## config.mk

```make
export PLATFORM = sky130hd
export DESIGN_NAME = operand_accumulator
export DESIGN_NICKNAME = d
export VERILOG_FILES = /design/src/rtl/operand_accumulator.sv
export SDC_FILE = /design/constraint.sdc
export NUM_CORES = 1
export LEC_CHECK = 0
export ABC_AREA = 1
export CAP_MARGIN = 20
export CORE_MARGIN = 2
export CORE_UTILIZATION = 62
export CTS_CLUSTER_SIZE = 25
export DETAILED_ROUTE_END_ITERATION = 16
export DONT_BUFFER_PORTS = 1
export GPL_TIMING_DRIVEN = 0
export PLACE_DENSITY = 0.78
export SKIP_LAST_GASP = 1
export SLEW_MARGIN = 10
export SYNTH_ARGS = -nofsm -noshare
export SYNTH_HDL_FRONTEND = slang
export SYNTH_SLANG_ARGS = --single-unit
```

## constraint.sdc

```tcl
create_clock -name clk -period 1.7 [get_ports clk]
set_input_delay 0.34 -clock clk [delete_from_list [all_inputs] [get_ports clk]]
set_output_delay 0.34 -clock clk [all_outputs]
set_load 0.005 [all_outputs]
```

## src/rtl/operand_accumulator.sv

```systemverilog
// operand_accumulator: collects COUNT unsigned operands over a valid/ready
// input, sums them with saturation, and holds one registered result per frame
// together with a sticky overflow flag and a modulo-256 completed-frame counter.
module operand_accumulator #(
    parameter int WIDTH = 4,
    parameter int COUNT = 4
) (
    input  logic             clk,
    input  logic             rst,
    input  logic             in_valid,
    output logic             in_ready,
    input  logic [WIDTH-1:0] in_data,
    output logic             out_valid,
    input  logic             out_ready,
    output logic [WIDTH-1:0] out_sum,
    output logic             out_overflow,
    output logic [7:0]       frame_count
);

    typedef enum logic [1:0] {
        ST_IDLE  = 2'b00,
        ST_ACCUM = 2'b01,
        ST_HOLD  = 2'b10,
        ST_SPARE = 2'b11
    } state_e;

    localparam logic [7:0] COUNT_C  = 8'(COUNT);
    localparam bit         SINGLE_C = (COUNT == 1);

    state_e           state_q;
    logic [WIDTH-1:0] sum_q;
    logic             ovf_q;
    logic [7:0]       cnt_q;
    logic [7:0]       frame_count_q;
    logic             in_ready_q;
    logic             out_valid_q;

    logic             accept;
    logic             handshake;
    logic [WIDTH:0]   add_wide;
    logic [WIDTH-1:0] sum_d;
    logic             carry_d;
    logic [7:0]       cnt_d;
    logic             last_d;

    assign accept    = in_valid && in_ready_q;
    assign handshake = out_valid_q && out_ready;

    // Saturating accumulate: add at WIDTH+1 bits, clamp to all-ones on carry.
    // NOTE: every always_comb output is assigned a default first, so no latch can be inferred.
    always_comb begin
        add_wide = '0;
        sum_d    = '0;
        carry_d  = 1'b0;
        cnt_d    = '0;
        last_d   = 1'b0;
        add_wide = {1'b0, sum_q} + {1'b0, in_data};
        carry_d  = add_wide[WIDTH];
        sum_d    = carry_d ? {WIDTH{1'b1}} : add_wide[WIDTH-1:0];
        cnt_d    = cnt_q + 8'd1;
        last_d   = (cnt_d == COUNT_C);
    end

    // Frame FSM with its datapath registers and registered handshake outputs.
    // NOTE: sequential state uses non-blocking assignments only.
    always_ff @(posedge clk or posedge rst) begin
        if (rst) begin
            state_q       <= ST_IDLE;
            sum_q         <= '0;
            ovf_q         <= 1'b0;
            cnt_q         <= '0;
            frame_count_q <= '0;
            in_ready_q    <= 1'b1;
            out_valid_q   <= 1'b0;
        end else begin
            case (state_q)
                ST_IDLE: begin
                    if (accept) begin
                        sum_q <= in_data;
                        ovf_q <= 1'b0;
                        cnt_q <= 8'd1;
                        if (SINGLE_C) begin
                            state_q     <= ST_HOLD;
                            in_ready_q  <= 1'b0;
                            out_valid_q <= 1'b1;
                        end else begin
                            state_q <= ST_ACCUM;
                        end
                    end
                end
                ST_ACCUM: begin
                    if (accept) begin
                        sum_q <= sum_d;
                        ovf_q <= ovf_q | carry_d;
                        cnt_q <= cnt_d;
                        if (last_d) begin
                            state_q     <= ST_HOLD;
                            in_ready_q  <= 1'b0;
                            out_valid_q <= 1'b1;
                        end
                    end
                end
                ST_HOLD: begin
                    if (handshake) begin
                        frame_count_q <= frame_count_q + 8'd1;
                        sum_q         <= '0;
                        ovf_q         <= 1'b0;
                        cnt_q         <= '0;
                        state_q       <= ST_IDLE;
                        in_ready_q    <= 1'b1;
                        out_valid_q   <= 1'b0;
                    end
                end
                default: begin
                    // Unused encoding: recover to a clean IDLE.
                    state_q     <= ST_IDLE;
                    sum_q       <= '0;
                    ovf_q       <= 1'b0;
                    cnt_q       <= '0;
                    in_ready_q  <= 1'b1;
                    out_valid_q <= 1'b0;
                end
            endcase
        end
    end

    assign in_ready     = in_ready_q;
    assign out_valid    = out_valid_q;
    assign out_sum      = sum_q;
    assign out_overflow = ovf_q;
    assign frame_count  = frame_count_q;

endmodule
```

Word-level counts from Yosys, hierarchy flattened
Index checks and enable logic that the tools add are counted.
Cells by class
  add/sub/neg operators: 3
  eq/ne operators: 7
  multiplexer cells: 25
  bitwise operators: 2
  reductions and logical operators: 7
Operators with widths (number)
  $mux W8: 3
  $pmux W8 S3: 1
  $add A8 B1 Y8 const B: 2
  $mux W4: 4
  $pmux W4 S3: 1
  $pmux W1 S3: 3
  $eq A8 B3 Y1 const B: 1
  $mux W1: 8
  $mux W2: 4
  $ne A2 B2 Y1 const B: 4
  $reduce_and A4 Y1: 2
  $pmux W2 S3: 1
  $add A4 B4 Y5: 1
  $reduce_and A3 Y1: 1
  $eq A2 B1 Y1 const B: 1
  $eq A2 B2 Y1 const B: 1
  $logic_and A1 B1 Y1: 2
  $logic_not A2 Y1: 1
  $reduce_and A2 Y1: 1
  $not A1 Y1: 1
  $or A1 B1 Y1: 1
Storage, ports and cells
  register bits: 25
  bits of input ports: 8
  output and inout port bits: 15
  word-level logic and storage cells: 51

Logic depth before layout (Yosys ltp)
Gate-level depths: netlist (run 1).
  depth in word-level cells: 5
  gate-level depth with buffers: 12
  mapped depth without buffers: 12

Worst setup path before layout (run 1)
OpenSTA, ideal clock, no wires.
  path kind: flip-flop to flip-flop
  start: register sum_q[0] (netlist: out_sum[0])
  end: register sum_q[0] (netlist: out_sum[0])
  library setup time: 0.064 ns
  data arrival time: 1.463 ns
  required time: 1.636 ns
  setup slack: 0.173 ns
  stages on the path, launching flop included: 10
  buffers on the path: 0
  period minus slack after synthesis: 1.527 ns
  cell sequence: dfrtp_1 ha_1 inv_1 fa_1 inv_1 nand3_1 nand2_1 o21ai_0 a21oi_1 a21o_1
On the way
  word-level cells in the longest chain between the ends: 4
RTL lines
  start: declaration: RTL line 31  | logic [WIDTH-1:0] sum_q;
  start signal: assignment: RTL line 79  | sum_q <= in_data;
  start signal: assignment: RTL line 93  | sum_q <= sum_d;
  $add A4 B4 Y5: RTL line 57  | add_wide = {1'b0, sum_q} + {1'b0, in_data};
  $mux W4: RTL line 59  | sum_d = carry_d ? {WIDTH{1'b1}} : add_wide[WIDTH-1:0];
  $mux W4: RTL line 92  | if (accept) begin
  $pmux W4 S3: RTL line 76  | case (state_q)
Every way passes these cells. The select of a mux whose other input is x is not followed.
A chain may end at the register's enable or synchronous reset.

Worst setup path in the final report (run 1)
  start: register sum_q[0] (netlist: out_sum[0])
  end: register sum_q[2] (netlist: out_sum[2])
The elaborated chain is that of the path after synthesis.

==> metrics, run 1 <==
syn avg cell area=8.37 um^2; Post-route DRC=0; Port Buf Inserts=0; 1st-iter DRT viols=26; WL per Instance=12.6 um; number of synthesized register bits=25; M1 WL=1190 um; Row Count=17; Placed Cells=202; Syn Std Cell Area=1460 um^2; commonest cells after routing, fill and taps aside=nand2_1 (41), dfrtp_1 (23), inv_1 (17); Core Box Area=2210 um^2; Worst-Skew Late Latency=0.31 ns; DRT Pass-1 Iters=4; fin crit period=1.62 ns; layout cells sized above 1=0.196; share of the yosys chip area belonging to registers=0.430; Final Instance Area=1550 um^2; Final period util=0.953; Worst Setup End Kind=flip-flop; post-synth top area cell=dfrtp_1; reg-to-reg endpoint=out_sum[2]; Final #Nets=196; initial antenna violation count=0; n_diodes=0; hold buffers post-CTS=0; met2 WL=1310 um; total power=886 uW; Overall Global Routing Usage=0.220; outcome=completed; Cell variety after synth=31; GP Congestion=0.878; Final Skew=0.00253 ns; Crit. Startpoint=out_sum[0]; r2r setup slk=0.08 ns; full die area=2750 um^2; Worst Setup Path Type=flip-flop to flip-flop; H-Tree Depth=1; Final Non-Filler Cells=207; maxcap violations=0; fmax=617 MHz; Critical R2R Launch=out_sum[0]; gr ovfl total=0; Worst path max stage delay=0.42 ns; HPWL after DPL=2010 um; total length of routed met3 wires=97 um; Critical Path, Cell by Cell=ha_2, inv_2, fa_2, inv_2, nand3_2, nand2_2, a21oi_1, o21ai_1, nand2_1, nand2_1; Top Metal Used=met4; Root Buffer=clkbuf_4; Final setup viols=0; P&R area growth vs syn=6.53%; post-synth top area share=0.412; ANT nets after route=0; Crit path arrival time=1.88 ns; worst hold path class=input pin to asynchronous set/reset pin; Reg2Reg Depth=10; Leak Pwr=0.787 nW; worst vdd ir=489 uV; most common cell after layout, fill and taps aside=nand2_1; worst slew pin tran=0.896 ns; Worst setup SP type=flip-flop; final WL=2620 um; clk slew on worst S/H paths=0.13 ns; max-slew violation count=0; highest-delay cell along the critical path=dfrtp_1; io pins=23; Post-Syn Instances=174; Final Hold Viols=0; CTS tree=done; vias=1121; Slew HR=0.402; Layout Utilization=0.701; synth top area cells=dfrtp_1 (41%), nand2_1 (11%), ha_1 (6.0%), nand3_1 (5.2%), inv_1 (4.9%); Required @ worst endpoint=1.96 ns; die height=52.5 um; first-pass GRT wire length=4490 um; Ys Warns=0; worst-path maximum fanout=3; Starting Density=0.658; Power Density=571 nW/um^2; vias in the first global route=1091; Worst Setup EP=out_sum[2]; clock tree buffer depth=2; net count after synthesis=190; placed inst area=1490 um^2; Die W=52.5 um; RSZ-0062 raised after global routing=yes; clock sinks=25; Num CTS Buffers=3; Vias/cell=5.42; maximum number of pins on one net before global-route repair=26
-- power by group --
| group | switching [mW] | leakage [nW] | internal [mW] |
|---|---|---|---|
| sequential | 0 | 0.297 | 0.595 |
| clock | 0.168 | 0.0177 | 0.0878 |
| combinational | 0.0246 | 0.472 | 0.0104 |
-- state kept, by name (all words and copies together) (netlist names) --
register / count
out_sum: 4
out_valid: 1
state_q: 2
out_overflow: 1
in_ready: 1
cnt_q: 8
frame_count: 8
-- logic make-up (layout without fill, tap and decap cells) --
group           after synthesis  in the layout  synth area share
simple gates                 82             82             0.269
mux                           1              1           0.00773
compound gates               27             27            0.0988
fa+ha+maj                     8              8            0.0739
flops                        25             25             0.430
xor+xnor                      8              8            0.0481
buf+inv                      23             28            0.0722
-- worst min-delay path by stage --
stage	cells past startpoint	end	start
floorplan	1	cnt_q[0]	rst
global placement	1	frame_count[7]	rst
detailed placement	1	cnt_q[6]	rst
CTS	1	cnt_q[6]	rst
global route	1	cnt_q[6]	rst
finish	1	frame_count[5]	rst
-- cell usage after synthesis (all sizes together) --
master / n
xor2: 6
dfrtp: 24
clkbuf: 1
inv: 20
dfstp: 1
mux2: 1
a22oi: 1
nor3: 2
and3: 1
fa: 1
ha: 7
o22ai: 1
or2: 1
o21ai: 13
nand3: 17
nor2: 13
buf: 2
a21o: 1
xnor2: 2
a21oi: 10
nand2: 47
nand4: 1
o31ai: 1
-- critical path, delay by kind of cell (launching register included) --
kind	cells	cell delay (ns)
buf+inv	2	0.12
simple gates	4	0.34
compound gates	2	0.18
fa+ha+maj	2	0.53
flops	1	0.42
-- metrics by stage --
step / hold slack [ns] / setup TNS [ns] / setup WS, ns
after floorplan: 0.367 / 0 / 0.173
after global placement: 0.474 / 0 / 0.0527
after detailed placement: 0.475 / -0.0258 / -0.0230
after CTS: 0.125 / 0 / 0.0136
after global routing: 0.161 / -0.0448 / -0.0252
final: 0.0933 / 0 / 0.0797
-- timing repair --
item | CTS | global route
setup endpoints to repair | 2 | 6
setup buffers | 0 | 1
pin swaps | 0 | 4
gates resized for setup | 4 | 8
-- routing by layer --
| metal | GRT usage | up-vias |
|---|---|---|
| met2 | 0.367 | 26 |
| met1 | 0.299 | 512 |
| met5 | 0 | - |
| met3 | 0.0343 | 5 |
| li1 | - | 578 |
| met4 | 0.0598 | 0 |
-- final cells by class --
type,count,area [um^2]
Fill cell,177,661
Multi-Input combinational cell,126,748
Clock inverter,1,5.00
Inverter,20,75.1
Clock buffer,3,22.5
Buffer,3,30.0
Sequential cell,25,628
Timing Repair Buffer,1,7.51
Tap cell,28,35.0
Power figures use the tool's default switching activity.
==> inputs of run 2 (changes only) <==
--- a/config.mk
+++ b/config.mk
@@ -12,7 +12,7 @@
 export CTS_CLUSTER_SIZE = 25
 export DETAILED_ROUTE_END_ITERATION = 16
 export DONT_BUFFER_PORTS = 1
-export GPL_TIMING_DRIVEN = 0
+export GPL_TIMING_DRIVEN = 1
 export PLACE_DENSITY = 0.78
 export SKIP_LAST_GASP = 1
 export SLEW_MARGIN = 10
==> metrics, run 2 (synthesis results as in run 1) <==
Required @ worst endpoint=1.92 ns (-0.04 ns); clock tree buffer depth=2 (unchanged); Final period util=0.969 (+0.0154); Post-route DRC=0 (unchanged); Num CTS Buffers=3 (unchanged); Critical path buffers and inverters=2 (unchanged); worst vdd ir=427 uV (-13%); Worst-Skew Late Latency=0.31 ns (about the same); r2r setup slk=0.05 ns (-0.03 ns); Final setup viols=0 (unchanged); Die W=52.5 um (unchanged); worst-path maximum fanout=3 (unchanged); Power Density=574 nW/um^2 (+0.61%); Crit path arrival time=1.87 ns (about the same); 1st-iter DRT viols=43 (+65%); die height=52.5 um (unchanged); Final Instance Area=1560 um^2 (+0.32%); Slew HR=0.630 (+0.228); Worst Setup Path Type=flip-flop to flip-flop; Core Box Area=2210 um^2 (unchanged); Final Skew=0.00498 ns (+0.00245 ns); layout cells sized above 1=0.183 (-0.0122); outcome=completed; io pins=23 (unchanged); Critical R2R Launch=out_sum[0]; WL per Instance=13.4 um (+6.1%); Leak Pwr=0.791 nW (+0.46%); Critical Path, Cell by Cell=ha_2, inv_1, fa_2, inv_2, or2_2, a21oi_1, o21ai_1, nand2_1, nand2_1; worst hold start=in_data[1]; GP Congestion=0.850 (-3.2%); Top Family by Delay on Critical Path=flip-flops; Post-Route Setup TNS=0 ns (unchanged); vias in the first global route=1089 (-0.18%); first-pass GRT wire length=4510 um (+0.31%); P&R area growth vs syn=6.87%; placed inst area=1490 um^2 (unchanged); fmax=607 MHz (-1.6%); vias=1145 (+2.1%); final WL=2790 um (+6.6%); most common cell after layout, fill and taps aside=nand2_1; Final #Nets=197 (+0.51%); HPWL after DPL=2090 um (+4.1%); ANT nets after route=0 (unchanged); Overall Global Routing Usage=0.222 (+0.00156); pre-CTS setup slack=0.0169 ns (+0.0399 ns); Reg2Reg Depth=9 (-1); Final WS setup=0.0535 ns (-0.0262 ns); Starting Density=0.658 (unchanged); Root Buffer=clkbuf_4; max-slew violation count=0 (unchanged); worst slew pin tran=0.552 ns (-0.344 ns); Final Hold Viols=0 (unchanged); Worst Setup End Kind=flip-flop; Row Count=17 (unchanged); maxcap violations=0 (unchanged); reg-to-reg endpoint=out_sum[2]; commonest cells after routing, fill and taps aside=nand2_1 (41), dfrtp_1 (23), inv_1 (18); H-Tree Depth=1 (unchanged); Vias/cell=5.50 (+1.6%); Worst path max stage delay=0.44 ns (+0.02 ns); gr ovfl total=0 (unchanged); RSZ-0062 raised after global routing=yes; CTS tree=done; highest-delay cell along the critical path=dfrtp_1; initial antenna violation count=0 (unchanged); DRT Pass-1 Iters=4 (unchanged); clk slew on worst S/H paths=0.13 ns (about the same); fin crit period=1.65 ns (+0.0262 ns); worst hold path class=input pin to flip-flop; clock sinks=25 (unchanged); n_diodes=0 (unchanged); maximum number of pins on one net before global-route repair=21 (-19%); total power=894 uW (+0.94%); Post-CTS Setup Repair Bufs=0 (unchanged); Worst setup SP type=flip-flop; hold path depth=2; full die area=2750 um^2 (unchanged); Hold Path Sink=out_sum[1]; Port Buf Inserts=0 (unchanged); most used cell, CP=nand2_1
[run 2: cell types whose count changed in the layout (fill, tap and decap cells not counted), sizes merged]
cell / delta
dlygate4sd3: +1
clkbuf: -1
buf: +1
[run 2: timing repair]
action,in CTS,in global routing
endpoints found under the hold margin,5,0
setup endpoints to repair,1,7
pin swaps,1,3
hold buffers,1,0
gates resized for setup,3,7
[run 2: metrics by stage]
step           hold WS, ns  std cells   util
6_report             0.224        208  0.704
3_5_place_dp         0.156        203  0.674
4_1_cts              0.213        208  0.695
5_1_grt              0.248        208  0.704
3_3_place_gp         0.149        203  0.674
2_1_floorplan        0.367        174      -
[run 2: worst max-delay path by stage]
stage	from	to	slack, ns	cells after the start
after floorplan	out_sum[0]	out_sum[0]	0.17	9
after global placement	out_sum[0]	out_sum[0]	0.08	9
after detailed placement	out_sum[0]	out_sum[0]	0.02	9
after CTS	out_sum[0]	out_sum[0]	0.007	9
after global routing	out_sum[0]	out_sum[0]	-0.05	9
final	out_sum[0]	out_sum[2]	0.05	9
[run 2: power by group]
part	total (mW)	leakage, nW	internal (mW)	switching (mW)
Sequential	0.595	0.297	0.595	0
Clock	0.259	0.0177	0.0880	0.172
Combinational	0.0398	0.476	0.0138	0.0260
Total	0.894	0.791	0.697	0.198
[run 2: per-layer routing]
metal	vias to the layer above	global-route usage	routed length, um
met3	6	0.0286	107
met4	0	0.0641	47
met2	32	0.388	1420
li1	574	-	-
met5	-	0	0
met1	533	0.286	1220
[run 2: cell type report]
| type | instances | area [um^2] |
|---|---|---|
| Multi-Input combinational cell | 126 | 751 |
| Fill cell | 180 | 656 |
| Clock inverter | 1 | 5.00 |
| Inverter | 20 | 75.1 |
| Sequential cell | 25 | 628 |
| Tap cell | 28 | 35.0 |
| Clock buffer | 3 | 22.5 |
| Timing Repair Buffer | 5 | 40.0 |
[run 2: worst register-to-register path, stage by stage, from the launching register on]
cell	delay [ns]
dfrtp_1	0.44
ha_2	0.20
inv_1	0.07
fa_2	0.19
inv_2	0.05
or2_2	0.27
a21oi_1	0.14
o21ai_1	0.07
nand2_1	0.06
nand2_1	0.05
==> inputs of run 3 (changes only) <==
--- a/config.mk
+++ b/config.mk
@@ -9,7 +9,7 @@
 export CAP_MARGIN = 20
 export CORE_MARGIN = 2
 export CORE_UTILIZATION = 62
-export CTS_CLUSTER_SIZE = 25
+export CTS_CLUSTER_SIZE = 14
 export DETAILED_ROUTE_END_ITERATION = 16
 export DONT_BUFFER_PORTS = 1
 export GPL_TIMING_DRIVEN = 1
==> results of run 3 <==
The final DEF is identical to that of run 2; final timing and power are the same.
